<file path="config.mk">
export PLATFORM = sky130hd
export DESIGN_NAME = trap_ctrl_flat
export DESIGN_NICKNAME = d
export VERILOG_FILES = /design/src/rtl/trap_ctrl_if.sv /design/src/rtl/trap_ctrl.sv /design/src/flat_wrapper.sv
export SDC_FILE = /design/constraint.sdc
export NUM_CORES = 1
export LEC_CHECK = 0
export BUFFER_PORTS_ARGS = -buffer_cell sky130_fd_sc_hd__buf_2
export CORE_ASPECT_RATIO = 0.9
export CORE_UTILIZATION = 41
export CTS_CLUSTER_SIZE = 14
export DETAILED_ROUTE_END_ITERATION = 8
export PLACE_DENSITY = 0.78
export SLEW_MARGIN = 5
export SYNTH_ARGS = -nofsm -noshare
export SYNTH_HDL_FRONTEND = slang
export SYNTH_SLANG_ARGS = --single-unit
</file>
<file path="constraint.sdc">
create_clock -name clk -period 2.23 [get_ports clk]
set_clock_uncertainty 0.05 [all_clocks]
set_input_delay 0 -clock clk [delete_from_list [all_inputs] [get_ports clk]]
set_output_delay 0 -clock clk [all_outputs]
set_load 0.02 [all_outputs]
</file>
<file path="src/rtl/trap_ctrl_if.sv">
// Signal bundle between the retire stage, the CSR file and the trap controller.
// The controller sits on the slave side; whoever drives the retire/CSR inputs is the master.
interface trap_ctrl_if;
    logic        retire_valid_i;
    logic [31:0] retire_addr_i;
    logic        ecall_i;
    logic        illegal_i;
    logic        mret_i;
    logic        stallreq_i;
    logic        ext_int_i;
    logic        timer_int_i;
    logic [31:0] mstatus_i;
    logic [31:0] mie_i;
    logic [31:0] mtvec_i;
    logic [31:0] mepc_i;
    logic [31:0] excepttype_o;
    logic [31:0] inst_addr_o;
    logic        stall_o;
    logic        flush_o;
    logic [31:0] new_pc_o;

    modport master (
        output retire_valid_i, retire_addr_i, ecall_i, illegal_i, mret_i, stallreq_i,
        output ext_int_i, timer_int_i, mstatus_i, mie_i, mtvec_i, mepc_i,
        input  excepttype_o, inst_addr_o, stall_o, flush_o, new_pc_o
    );

    modport slave (
        input  retire_valid_i, retire_addr_i, ecall_i, illegal_i, mret_i, stallreq_i,
        input  ext_int_i, timer_int_i, mstatus_i, mie_i, mtvec_i, mepc_i,
        output excepttype_o, inst_addr_o, stall_o, flush_o, new_pc_o
    );
endinterface

</file>
<file path="src/rtl/trap_ctrl.sv">
// Machine-mode trap arbitration: picks one exception/interrupt per accepted retirement,
// presents the cause to the CSR file for one cycle, then flushes and redirects the pipeline.
module trap_ctrl #(
    parameter int SYNC_STAGES  = 2,
    parameter int FLUSH_CYCLES = 2
) (
    input  logic        clk,
    input  logic        rst,
    trap_ctrl_if.slave  tc
);
    typedef enum logic [1:0] {IDLE, TRAP, JUMP} state_t;

    localparam int              CW        = (FLUSH_CYCLES > 1) ? $clog2(FLUSH_CYCLES) : 1;
    localparam logic [CW-1:0]   CNT_LOAD  = CW'(FLUSH_CYCLES - 1);
    localparam logic [31:0]     CAUSE_ILL = 32'h0000_0002;
    localparam logic [31:0]     CAUSE_ECL = 32'h0000_000B;
    localparam logic [31:0]     CAUSE_MRT = 32'h0000_000A;
    localparam logic [31:0]     CAUSE_EXT = 32'h8000_000B;
    localparam logic [31:0]     CAUSE_TMR = 32'h8000_0007;

    state_t               state_q, state_d;
    logic [CW-1:0]        cnt_q, cnt_d;
    logic [31:0]          cause_q, cause_d;
    logic [31:0]          addr_q, addr_d;
    logic [31:0]          pc_q, pc_d;
    logic [SYNC_STAGES-1:0] sync_q;
    logic                 ext_s, ext_en, tmr_en, accept;
    logic [31:0]          win_cause;
    logic                 unused_csr_bits;

    assign unused_csr_bits = ^{tc.mstatus_i[31:4], tc.mstatus_i[2:0],
                               tc.mie_i[31:12], tc.mie_i[10:8], tc.mie_i[6:0]};

    function automatic logic [31:0] redirect(input logic [31:0] cause,
                                             input logic [31:0] mtvec,
                                             input logic [31:0] mepc);
        logic [31:0] base;
        base = {mtvec[31:2], 2'b00};
        if (cause == CAUSE_MRT)
            return mepc;
        if (cause[31] && (mtvec[1:0] == 2'b01))
            return base + {26'd0, cause[3:0], 2'b00};
        return base;
    endfunction

    always_ff @(posedge clk) begin
        if (rst)
            sync_q <= '0;
        else
            sync_q <= {sync_q[SYNC_STAGES-2:0], tc.ext_int_i};
    end

    assign ext_s  = sync_q[SYNC_STAGES-1];
    assign ext_en = ext_s & tc.mstatus_i[3] & tc.mie_i[11];
    assign tmr_en = tc.timer_int_i & tc.mstatus_i[3] & tc.mie_i[7];
    assign accept = tc.retire_valid_i & ~tc.stallreq_i;

    always_comb begin
        win_cause = '0;
        if (tc.illegal_i)     win_cause = CAUSE_ILL;
        else if (tc.ecall_i)  win_cause = CAUSE_ECL;
        else if (tc.mret_i)   win_cause = CAUSE_MRT;
        else if (ext_en)      win_cause = CAUSE_EXT;
        else if (tmr_en)      win_cause = CAUSE_TMR;
    end

    always_ff @(posedge clk) begin
        if (rst) begin
            state_q <= IDLE;
            cnt_q   <= '0;
        end else begin
            state_q <= state_d;
            cnt_q   <= cnt_d;
        end
    end

    always_ff @(posedge clk) begin
        cause_q <= cause_d;
        addr_q  <= addr_d;
        pc_q    <= pc_d;
    end

    // The redirect target is sampled once, in the first JUMP cycle, after the CSR commit.
    always_comb begin
        state_d         = state_q;
        cnt_d           = cnt_q;
        cause_d         = cause_q;
        addr_d          = addr_q;
        pc_d            = pc_q;
        tc.excepttype_o = '0;
        tc.inst_addr_o  = '0;
        tc.stall_o      = 1'b0;
        tc.flush_o      = 1'b0;
        tc.new_pc_o     = '0;
        case (state_q)
            IDLE: begin
                if (accept && (win_cause != '0)) begin
                    cause_d = win_cause;
                    addr_d  = tc.retire_addr_i;
                    state_d = TRAP;
                end
            end
            TRAP: begin
                tc.excepttype_o = cause_q;
                tc.inst_addr_o  = addr_q;
                tc.stall_o      = 1'b1;
                cnt_d           = CNT_LOAD;
                state_d         = JUMP;
            end
            JUMP: begin
                tc.stall_o = 1'b1;
                tc.flush_o = 1'b1;
                if (cnt_q == CNT_LOAD)
                    pc_d = redirect(cause_q, tc.mtvec_i, tc.mepc_i);
                tc.new_pc_o = pc_d;
                if (cnt_q == '0)
                    state_d = IDLE;
                else
                    cnt_d = cnt_q - 1'b1;
            end
            default: state_d = IDLE;
        endcase
    end
endmodule

</file>
<file path="src/flat_wrapper.sv">
// flat-port wrapper written by rule: the top's interface ports become plain ports
module trap_ctrl_flat 
#(
    parameter int SYNC_STAGES  = 2,
    parameter int FLUSH_CYCLES = 2
)
  (clk, rst, tc_retire_valid_i, tc_retire_addr_i, tc_ecall_i, tc_illegal_i, tc_mret_i, tc_stallreq_i, tc_ext_int_i, tc_timer_int_i, tc_mstatus_i, tc_mie_i, tc_mtvec_i, tc_mepc_i, tc_excepttype_o, tc_inst_addr_o, tc_stall_o, tc_flush_o, tc_new_pc_o);
  trap_ctrl_if tc_i ();
  input  logic clk;
  input  logic rst;
  input wire logic [$bits(tc_i.retire_valid_i)-1:0] tc_retire_valid_i;
  input wire logic [$bits(tc_i.retire_addr_i)-1:0] tc_retire_addr_i;
  input wire logic [$bits(tc_i.ecall_i)-1:0] tc_ecall_i;
  input wire logic [$bits(tc_i.illegal_i)-1:0] tc_illegal_i;
  input wire logic [$bits(tc_i.mret_i)-1:0] tc_mret_i;
  input wire logic [$bits(tc_i.stallreq_i)-1:0] tc_stallreq_i;
  input wire logic [$bits(tc_i.ext_int_i)-1:0] tc_ext_int_i;
  input wire logic [$bits(tc_i.timer_int_i)-1:0] tc_timer_int_i;
  input wire logic [$bits(tc_i.mstatus_i)-1:0] tc_mstatus_i;
  input wire logic [$bits(tc_i.mie_i)-1:0] tc_mie_i;
  input wire logic [$bits(tc_i.mtvec_i)-1:0] tc_mtvec_i;
  input wire logic [$bits(tc_i.mepc_i)-1:0] tc_mepc_i;
  output wire logic [$bits(tc_i.excepttype_o)-1:0] tc_excepttype_o;
  output wire logic [$bits(tc_i.inst_addr_o)-1:0] tc_inst_addr_o;
  output wire logic [$bits(tc_i.stall_o)-1:0] tc_stall_o;
  output wire logic [$bits(tc_i.flush_o)-1:0] tc_flush_o;
  output wire logic [$bits(tc_i.new_pc_o)-1:0] tc_new_pc_o;
  assign tc_i.retire_valid_i = tc_retire_valid_i;
  assign tc_i.retire_addr_i = tc_retire_addr_i;
  assign tc_i.ecall_i = tc_ecall_i;
  assign tc_i.illegal_i = tc_illegal_i;
  assign tc_i.mret_i = tc_mret_i;
  assign tc_i.stallreq_i = tc_stallreq_i;
  assign tc_i.ext_int_i = tc_ext_int_i;
  assign tc_i.timer_int_i = tc_timer_int_i;
  assign tc_i.mstatus_i = tc_mstatus_i;
  assign tc_i.mie_i = tc_mie_i;
  assign tc_i.mtvec_i = tc_mtvec_i;
  assign tc_i.mepc_i = tc_mepc_i;
  assign tc_excepttype_o = tc_i.excepttype_o;
  assign tc_inst_addr_o = tc_i.inst_addr_o;
  assign tc_stall_o = tc_i.stall_o;
  assign tc_flush_o = tc_i.flush_o;
  assign tc_new_pc_o = tc_i.new_pc_o;
  trap_ctrl #(.SYNC_STAGES(SYNC_STAGES), .FLUSH_CYCLES(FLUSH_CYCLES)) u_core (.clk(clk), .rst(rst), .tc(tc_i));
endmodule
</file>
; Word level (Yosys, flattened, before mapping)
; Index checks and enable logic that the tools add are counted.
[classes]
addsub = 2
n_mul = 0
n_div = 0
n_lt_le_gt_ge = 0
eq_ne = 6
shift = 0
n_mux = 27
bitwise = 6
reduce_logical = 8
[op_table]
columns = op, count
row1 = 32-bit 2-to-1 mux, 13
row2 = 32-bit by 6-bit adder with 32-bit output, 1
row3 = 32-bit by 4-bit == test with 1-bit output (second input constant), 1
row4 = 32-bit nonzero test, 1
row5 = 1-bit 2-to-1 mux, 10
row6 = 2-bit case mux with 3 select lines, 1
row7 = 1-bit bitwise AND, 5
row8 = 2-bit by 1-bit == test with 1-bit output (second input constant), 2
row9 = 2-bit 2-to-1 mux, 2
row10 = 2-bit AND reduction, 2
row11 = 2-bit == test (second input constant), 1
row12 = 1-bit logical AND, 2
row13 = 2-bit zero test, 1
row14 = 2-bit by 1-bit inequality test with 1-bit output (second input constant), 1
row15 = 2-bit inequality test (second input constant), 1
row16 = 1-bit case mux with 2 select lines, 1
row17 = 2-bit nonzero test, 1
row18 = 2-bit OR reduction, 1
row19 = 1-bit inverter, 1
row20 = 1-bit subtractor (second input constant), 1
[totals]
reg_bits = 101
latchBits = 0
ramBits = 0
romBits = 0
in_bits = 169
out_inout_bits = 98
word_cells = 55
mem_count = 0

; Longest topological paths before layout
; Gate-level depths: netlist of run 1.
[logic_depth]
depth_word = 11
depth_mapped = 9
mapped_depth_nobuf = 8

; Worst setup path after synthesis of run 1
; Ideal clock, no wire load.
[synth_timing]
path_type = register -> output
startpoint = reg u_core.state_q[0]
endpoint = out tc_new_pc_o[11]
arrival_ns = 2.481
required_ns = 2.180
path_slack_ns = -0.301
stages_incl_launch_ff = 6
path_cell_list = dfxtp_1 -> inv_1 -> ha_1 -> inv_1 -> clkbuf_1 -> a211oi_1
[synth_between]
elab_chain_len = 2
[synth_lines]
columns = item, line
row1 = from (decl), trap_ctrl.sv:21  ; state_t state_q, state_d;
row2 = from (signal assigned), trap_ctrl.sv:72  ; state_q <= state_d;
row3 = 2-bit == test, trap_ctrl.sv:95  ; case (state_q)
row4 = 32-bit 2-to-1 mux, trap_ctrl.sv:95
row5 = to (decl), flat_wrapper.sv:27  ; output wire logic [$bits(tc_i.new_pc_o)-1:0] tc_new_pc_o;
; No other way between the ends.

; Final worst setup path of run 1
[layout_timing]
startpoint = reg u_core.cause_q[0]
endpoint = out tc_new_pc_o[30]
[layout_between]
elab_chain_len = 7
elab_cells_between_ends = 10
[layout_lines]
columns = item, line
row1 = from (decl), trap_ctrl.sv:23  ; logic [31:0] cause_q, cause_d;
row2 = from (signal assigned), trap_ctrl.sv:78  ; cause_q <= cause_d;
row3 = "parallel branches: the longest is 4 deep, another holds 32-bit by 6-bit adder with 32-bit output", --
row4 = 32-bit 2-to-1 mux (*), trap_ctrl.sv:41  ; if (cause[31] && (mtvec[1:0] == 2'b01))
row5 = 32-bit 2-to-1 mux (*), trap_ctrl.sv:113  ; if (cnt_q == CNT_LOAD)
row6 = 32-bit 2-to-1 mux (*), trap_ctrl.sv:95
; Every way passes the cells marked *. The select of a mux whose other input is x is not followed.

==> results.toml, run 1 <==
[clocking]
worst_skew_pair.late_latency_ns = 0.34
cts_tree = "built"
clock_path_buffers = 2
numCtsBuffers = 9
clockRootBuffer = "clkbuf_16"
clkTransAtPathRegs_ns = 0.06
h-tree-depth = 3
cts_num_sinks = 74

[critical_path]
required_ns = 2.18
startpoint_type = "flop"
worst_setup_path_end_kind = "output port"
crit_type = "reg2out"
rr_worst_depth = 10
crit_path_max_fanout = 3
r2r_end = "u_core.pc_q[30]$_DFFE_PP_"
crit_path_end = "tc_new_pc_o[30]"
worstSetupStartpoint = "u_core.cause_q[0]$_DFFE_PP_"
ff2ff_setup_slack_ns = -0.24
worst_ep_arrival_time_ns = 2.60
r2r_start = "u_core.cause_q[0]$_DFFE_PP_"

[synth]
ys.flop_type = "edfxtp_1"
async_reset_ff_share_pct = 0
yosys-top-cells-area = "edfxtp_1 44%, and2_1 6.4%, a21oi_1 4.5%"
syn_area_sq_um = 4717
synth-edff-count = 69
ys_warn_count = 0
ys_seq_area_share_pct = 46.05
synth_cell_type_count = 60
ys_ff_latch = 74
synth_area_leader_cell = "edfxtp_1"
synth_top_area_share_pct = 43.93
syn_avg_cell_area_sq_um = 9.666
synthCells = 488

[die]
rows = 36
fp.dieW_microns = 115.1
io_pins = 267
coreArea_sq_um = 10990
fp.dieArea_sq_um = 11940
initial_core_util_pct = 42.92
die_h_microns = 103.8

[global_route]
grt_max_degree = 38
grt_usage_pct = 26.91
overflow = 0
grt_pass1_vias = 4862
antenna_found_initial = 1
grt_pass1_wl_mm = 24.45

[placement]
place.gp.congestion = 0.8709
hpwl_mm = 10.67
placed_cells = 826
portBuffers = 178
place_worst_setup_slack_ns = -0.1345

[timing]
fin_setup_tns_ns = -8.777
slew_headroom_pct = 60.45
period_minus_slack_ns = 2.648
drv_slew = 0
tightest_slew_ns = 0.5926
fmax_mhz = 377.7
finalSetupViolations = 40
final_hold_viol_count = 0
rsz0062_at_grt = "yes"
min_period_over_period_pct = 118.7
timing.final.ws_setup_ns = -0.4175
whs_ns = 0.01832

[cells_and_area]
fin_nets = 951
stdcell_count = 932
drive_gt1_share_pct = 46.53
syn_to_final_growth_pct = 65.38

[routing]
drt_iter0_drc = 476
vias = 5270
routed_wl_mm = 18.06
drc = 0
firstDrtPassIters = 6
via_per_inst = 5.655
ant_nets = 0
routedWlPerCell_microns = 19.38

[run_status]
status = "complete, but fails checks"
failed_checks = "negative setup slack"

[power]
power_mw = 4.155
p_leak_nw = 3.384
ir_worst_vdd_mv = 0.4251
p_per_area_nw_per_um2 = 532.6

[worst_hold_path]
hold_class = "in2reg"

[run]
max_cap_viol_count = 0
[placed cells by master, fill, tap and decap left out, drive strengths merged, types with 6 or more instances in the layout]
cell,netlist,routed
and2,51,51
ha,8,8
inv,15,18
nand3,16,16
mux2i,8,8
o21ai,23,24
buf,30,253
nor2,21,21
nor4,14,14
conb,1,27
and3,18,18
edfxtp,69,69
xnor2,6,6
nand4,8,8
a31oi,7,7
clkbuf,23,9
o31a,8,8
nor3,9,9
nand2,43,44
a21oi,42,42
dlygate4sd3,0,46
[through the flow]
step                      util, %  instance area [sq um]
after floorplan                 -                   4840
after global placement      53.55                   5886
after detailed placement    53.55                   5886
after CTS                   66.29                   7286
after global routing        70.96                   7799
final                       70.98                   7801
[metal layers]
layer	wire length [microns]	vias up	part of all wire, %	track usage (%)
met1	6882	2494	38	32.43
met4	760	0	4.2	10.85
li1	-	2334	-	-
met5	0	-	0	0
met2	8903	367	49	45.22
met3	1518	75	8.4	7.080
[state kept, by name, summed over array words and instances, names as in the netlist]
signal and flops:
u_core.addr_q 32, u_core.cause_q 5, u_core.cnt_q 1, u_core.pc_q 32
u_core.state_q 2, u_core.sync_q 2
[cells in the mapped netlist (8+ instances only)]
master and number:
a21oi_1 42, nand4_1 8, mux2i_1 8, o21ai_0 16, buf_4 28, nor2_1 21, inv_1 15, nand2_1 43
and2_1 48, and3_1 18, ha_1 8, clkbuf_1 23, o31a_1 8, edfxtp_1 69, nand3_1 16, nor3_1 9
nor4_1 9
[worst max-delay path, stage by stage, from the launching register on]
cell      delay (ns)
edfxtp_1        0.35
ha_2            0.20
inv_2           0.04
fa_2            0.37
nor2b_4         0.15
o211ai_1        0.22
buf_4           0.23
nor4_4          0.15
mux2i_1         0.27
a21oi_1         0.09
buf_4           0.17
[how the worst min path moves through the flow]
stage / from / end / slack (ns) / cells past startpoint
floorplan: rst / u_core.sync_q[0]$_SDFF_PP0_ / 0.02 / 1
global placement: tc_retire_addr_i[22] / u_core.addr_q[22]$_DFFE_PP_ / 0.13 / 1
detailed placement: tc_retire_addr_i[12] / u_core.addr_q[12]$_DFFE_PP_ / 0.13 / 1
CTS: tc_mepc_i[0] / u_core.pc_q[0]$_DFFE_PP_ / 0.004 / 3
global route: tc_mtvec_i[12] / u_core.pc_q[12]$_DFFE_PP_ / 0.03 / 3
finish: tc_mepc_i[22] / u_core.pc_q[22]$_DFFE_PP_ / 0.02 / 4
[logic make-up (layout without fill, tap and decap cells)]
kind of cell	Yosys count	count (layout)	share of synthesized area [%]
simple gates	204	205	24.70
compound gates	116	117	15.44
fa+ha+maj	9	9	2.547
flops	74	74	46.05
other cells	1	29	0.07950
buf+inv	68	330	7.957
mux	9	9	1.936
xor+xnor	7	7	1.300
[final cells by class]
| type | instances | area, sq um |
|---|---|---|
| Fill cell | 723 | 3189 |
| Clock inverter | 7 | 75.07 |
| Inverter | 15 | 56.30 |
| Clock buffer | 9 | 225.2 |
| Sequential cell | 74 | 2172 |
| Antenna cell | 2 | 5.005 |
| Multi-Input combinational cell | 374 | 2927 |
| Timing Repair Buffer | 299 | 2151 |
| Tap cell | 152 | 190.2 |
[repair_timing]
item                                   in CTS  in global routing
endpoints found under the hold margin      46                  0
cloned                                      2                  2
buffers inserted                           21                 22
gates resized for setup                   100                 86
setup endpoints to repair                  51                 41
hold buffers                               46                  0
pin swaps                                  34                 36
[report_power, final]
part | leakage (nW) | total [mW] | switching [mW] | internal [mW]
logic | 2.57 | 1.06 | 0.599 | 0.458
clock network | 0.141 | 1.48 | 0.603 | 0.874
registers | 0.675 | 1.62 | 0.0269 | 1.59
Power figures use the tool's default switching activity.
==> inputs of run 2 (changes only) <==
--- a/config.mk
+++ b/config.mk
@@ -8,9 +8,10 @@
 export BUFFER_PORTS_ARGS = -buffer_cell sky130_fd_sc_hd__buf_2
 export CORE_ASPECT_RATIO = 0.9
 export CORE_UTILIZATION = 41
+export CTS_CLUSTER_DIAMETER = 40
 export CTS_CLUSTER_SIZE = 14
 export DETAILED_ROUTE_END_ITERATION = 8
-export PLACE_DENSITY = 0.78
+export PLACE_DENSITY = 0.82
 export SLEW_MARGIN = 5
 export SYNTH_ARGS = -nofsm -noshare
 export SYNTH_HDL_FRONTEND = slang
==> run 2 against run 1 <==
The run still ends with negative setup slack left. Non-clock buffer count shrank 8. Core utilization shrank 1.3 points. Maximum frequency is 0.46% lower. Flip-flop and latch count unchanged. Largest cell class unchanged. Largest power group unchanged.
==> results.toml, run 2 (synthesis gave the netlist of run 1 again) <==
[timing]
tightest_slew_ns = 0.8624
min_period_over_period_pct = 119.3
slew_headroom_pct = 42.51
period_minus_slack_ns = 2.660
drv_slew = 0
final_hold_viol_count = 0
fmax_mhz = 376.0
whs_ns = 0.01153
rsz0062_at_grt = "yes"
finalSetupViolations = 46
timing.final.ws_setup_ns = -0.4298

[power]
p_clk_share_pct = 37.4
p_comb_share_pct = 24.1
power_frac_seq_pct = 38.5
swShare_pct = 27.70
p_int_mw = 3.045
ir_worst_vdd_mv = 0.4972
p_leak_nw = 3.297
p_per_area_nw_per_um2 = 550.0
switching_power_mw = 1.167

[critical_path]
slowest_stage = "fa_2"
crit_chain = "ha_2, inv_2, fa_2, nor2b_4, o211ai_1, nor4_2, mux2i_1, a21oi_1, buf_2"
cpPeakStageDelay_ns = 0.37
required_ns = 2.18
worst_ep_arrival_time_ns = 2.61
crit_path_end = "tc_new_pc_o[26]"
ff2ff_setup_slack_ns = -0.22
worstSetupStartpoint = "u_core.cause_q[0]$_DFFE_PP_"
worst_setup_path_end_kind = "output port"
r2r_end = "u_core.pc_q[26]$_DFFE_PP_"
crit_path_max_fanout = 3
rr_worst_depth = 9
r2r_start = "u_core.cause_q[0]$_DFFE_PP_"
startpoint_type = "flop"
crit_type = "reg2out"

[die]
rows = 36
die_h_microns = 103.8
initial_core_util_pct = 42.92
fp.dieW_microns = 115.1
fp.dieArea_sq_um = 11940
io_pins = 267
coreArea_sq_um = 10990

[routing]
routed_wl_mm = 17.42
via_per_inst = 5.575
routedWlPerCell_microns = 18.83
ant_nets = 0
vias = 5157
drc = 0
drt_iter0_drc = 456
firstDrtPassIters = 5

[clocking]
numCtsBuffers = 9
clockRootBuffer = "clkbuf_16"
cts_tree = "built"
cts_num_sinks = 74
h-tree-depth = 3
worst_skew_pair.late_latency_ns = 0.34
clkTransAtPathRegs_ns = 0.06
clock_path_buffers = 2

[global_route]
grt_pass1_vias = 4842
grt_usage_pct = 27.38
grt_pass1_wl_mm = 25.12
grt_max_degree = 38
overflow = 0
antenna_found_initial = 3

[cells_and_area]
stdcell_count = 925
drive_gt1_share_pct = 45.77
layout_commonest_cell = "buf_2"
final_cell_mix = "157 x buf_2, 69 x edfxtp_1, 58 x buf_4, 44 x and2_1, 43 x dlygate4sd3_1"
fin_area_sq_um = 7657
fin_nets = 942
syn_to_final_growth_pct = 62.33
num-fill-cells = 774
reg_top3 = "u_core.addr_q (32), u_core.pc_q (32), u_core.cause_q (5)"

[placement]
portBuffers = 178
place.gp.congestion = 0.9271
place_area_sq_um = 5929
hpwl_mm = 10.80
placed_cells = 830

[run_status]
failed_checks = "negative setup slack"
status = "complete, but fails checks"

[run]
max_cap_viol_count = 0

[worst_hold_path]
hold_class = "in2reg"
[run 2: cell types whose count changed in the layout (fill, tap and decap cells not counted), sizes merged, moves of 2 or more]
cell         delta
clkinvlp        -2
diode           +2
buf             -5
clkbuf          +5
dlygate4sd3     -3
inv             -3
[run 2: power groups by stage]
stage,Sequential [mW],Combinational [mW],Clock [mW]
5_1_grt,1.63,1.08,1.64
2_1_floorplan,1.64,0.458,0
3_5_place_dp,1.65,0.736,0
3_3_place_gp,1.64,0.713,0
6_report,1.62,1.01,1.57
4_1_cts,1.62,0.894,1.59
[run 2: metal layers]
| layer | wire length, microns | share of wire [%] | global-route usage [%] | up-vias |
|---|---|---|---|---|
| met4 | 770 | 4.4 | 14.38 | 0 |
| met5 | 0 | 0 | 0 | - |
| li1 | - | - | - | 2321 |
| met1 | 6799 | 39 | 34.01 | 2432 |
| met3 | 1181 | 6.8 | 4.915 | 69 |
| met2 | 8669 | 50 | 45.01 | 335 |
[run 2: through the flow]
step / TNS, ns / setup slack, ns / util [%] / power, mW
6_report: -9.611 / -0.4298 / 69.67 / 4.211
5_1_grt: -13.26 / -0.5454 / 69.65 / 4.346
4_1_cts: -5.000 / -0.3208 / 65.53 / 4.101
3_5_place_dp: -0.5150 / -0.09251 / 53.95 / 2.383
3_3_place_gp: -0.04407 / -0.01972 / 53.95 / 2.355
2_1_floorplan: 0 / 0.001865 / - / 2.094
[run 2: how the worst min path moves through the flow]
stage	from	to	slack, ns	cells past startpoint
global placement	tc_retire_addr_i[24]	u_core.addr_q[24]$_DFFE_PP_	0.13	1
global route	tc_mstatus_i[3]	u_core.cause_q[1]$_DFFE_PP_	0.02	2
finish	tc_mepc_i[27]	u_core.pc_q[27]$_DFFE_PP_	0.01	4
floorplan	rst	u_core.sync_q[0]$_SDFF_PP0_	0.02	1
CTS	tc_mepc_i[18]	u_core.pc_q[18]$_DFFE_PP_	0.003	4
detailed placement	tc_retire_addr_i[15]	u_core.addr_q[15]$_DFFE_PP_	0.13	1
[run 2: critical path, delay by kind of cell (launching register included)]
family | cells | cell delay, ns
multiplexers | 1 | 0.29
buffers and inverters | 2 | 0.22
AND/OR/NAND/NOR | 2 | 0.49
flip-flops | 1 | 0.36
adder cells (fa/ha/maj) | 2 | 0.57
AO/OA/AOI/OAI | 2 | 0.33
[run 2: layout make-up]
class                   instances  area (sq um)  share of cell area, %
inverters                      15         56.30                 0.7353
diodes                          4         10.01                 0.1307
clock inverters                 2         60.06                 0.7843
repair buffers                291          2067                  26.99
flip-flops and latches         74          2172                  28.37
clock buffers                  14         254.0                  3.317
well taps                     152         190.2                  2.484
multi-input cells             373          2848                  37.19
[run 2: what timing repair did]
item	4_1_cts	5_1_grt
setup buffers	15	20
hold buffers	43	0
pin swaps	34	35
endpoints found under the setup margin	48	50
resized for setup	96	63
gates cloned	1	0
endpoints found under the hold margin	45	0
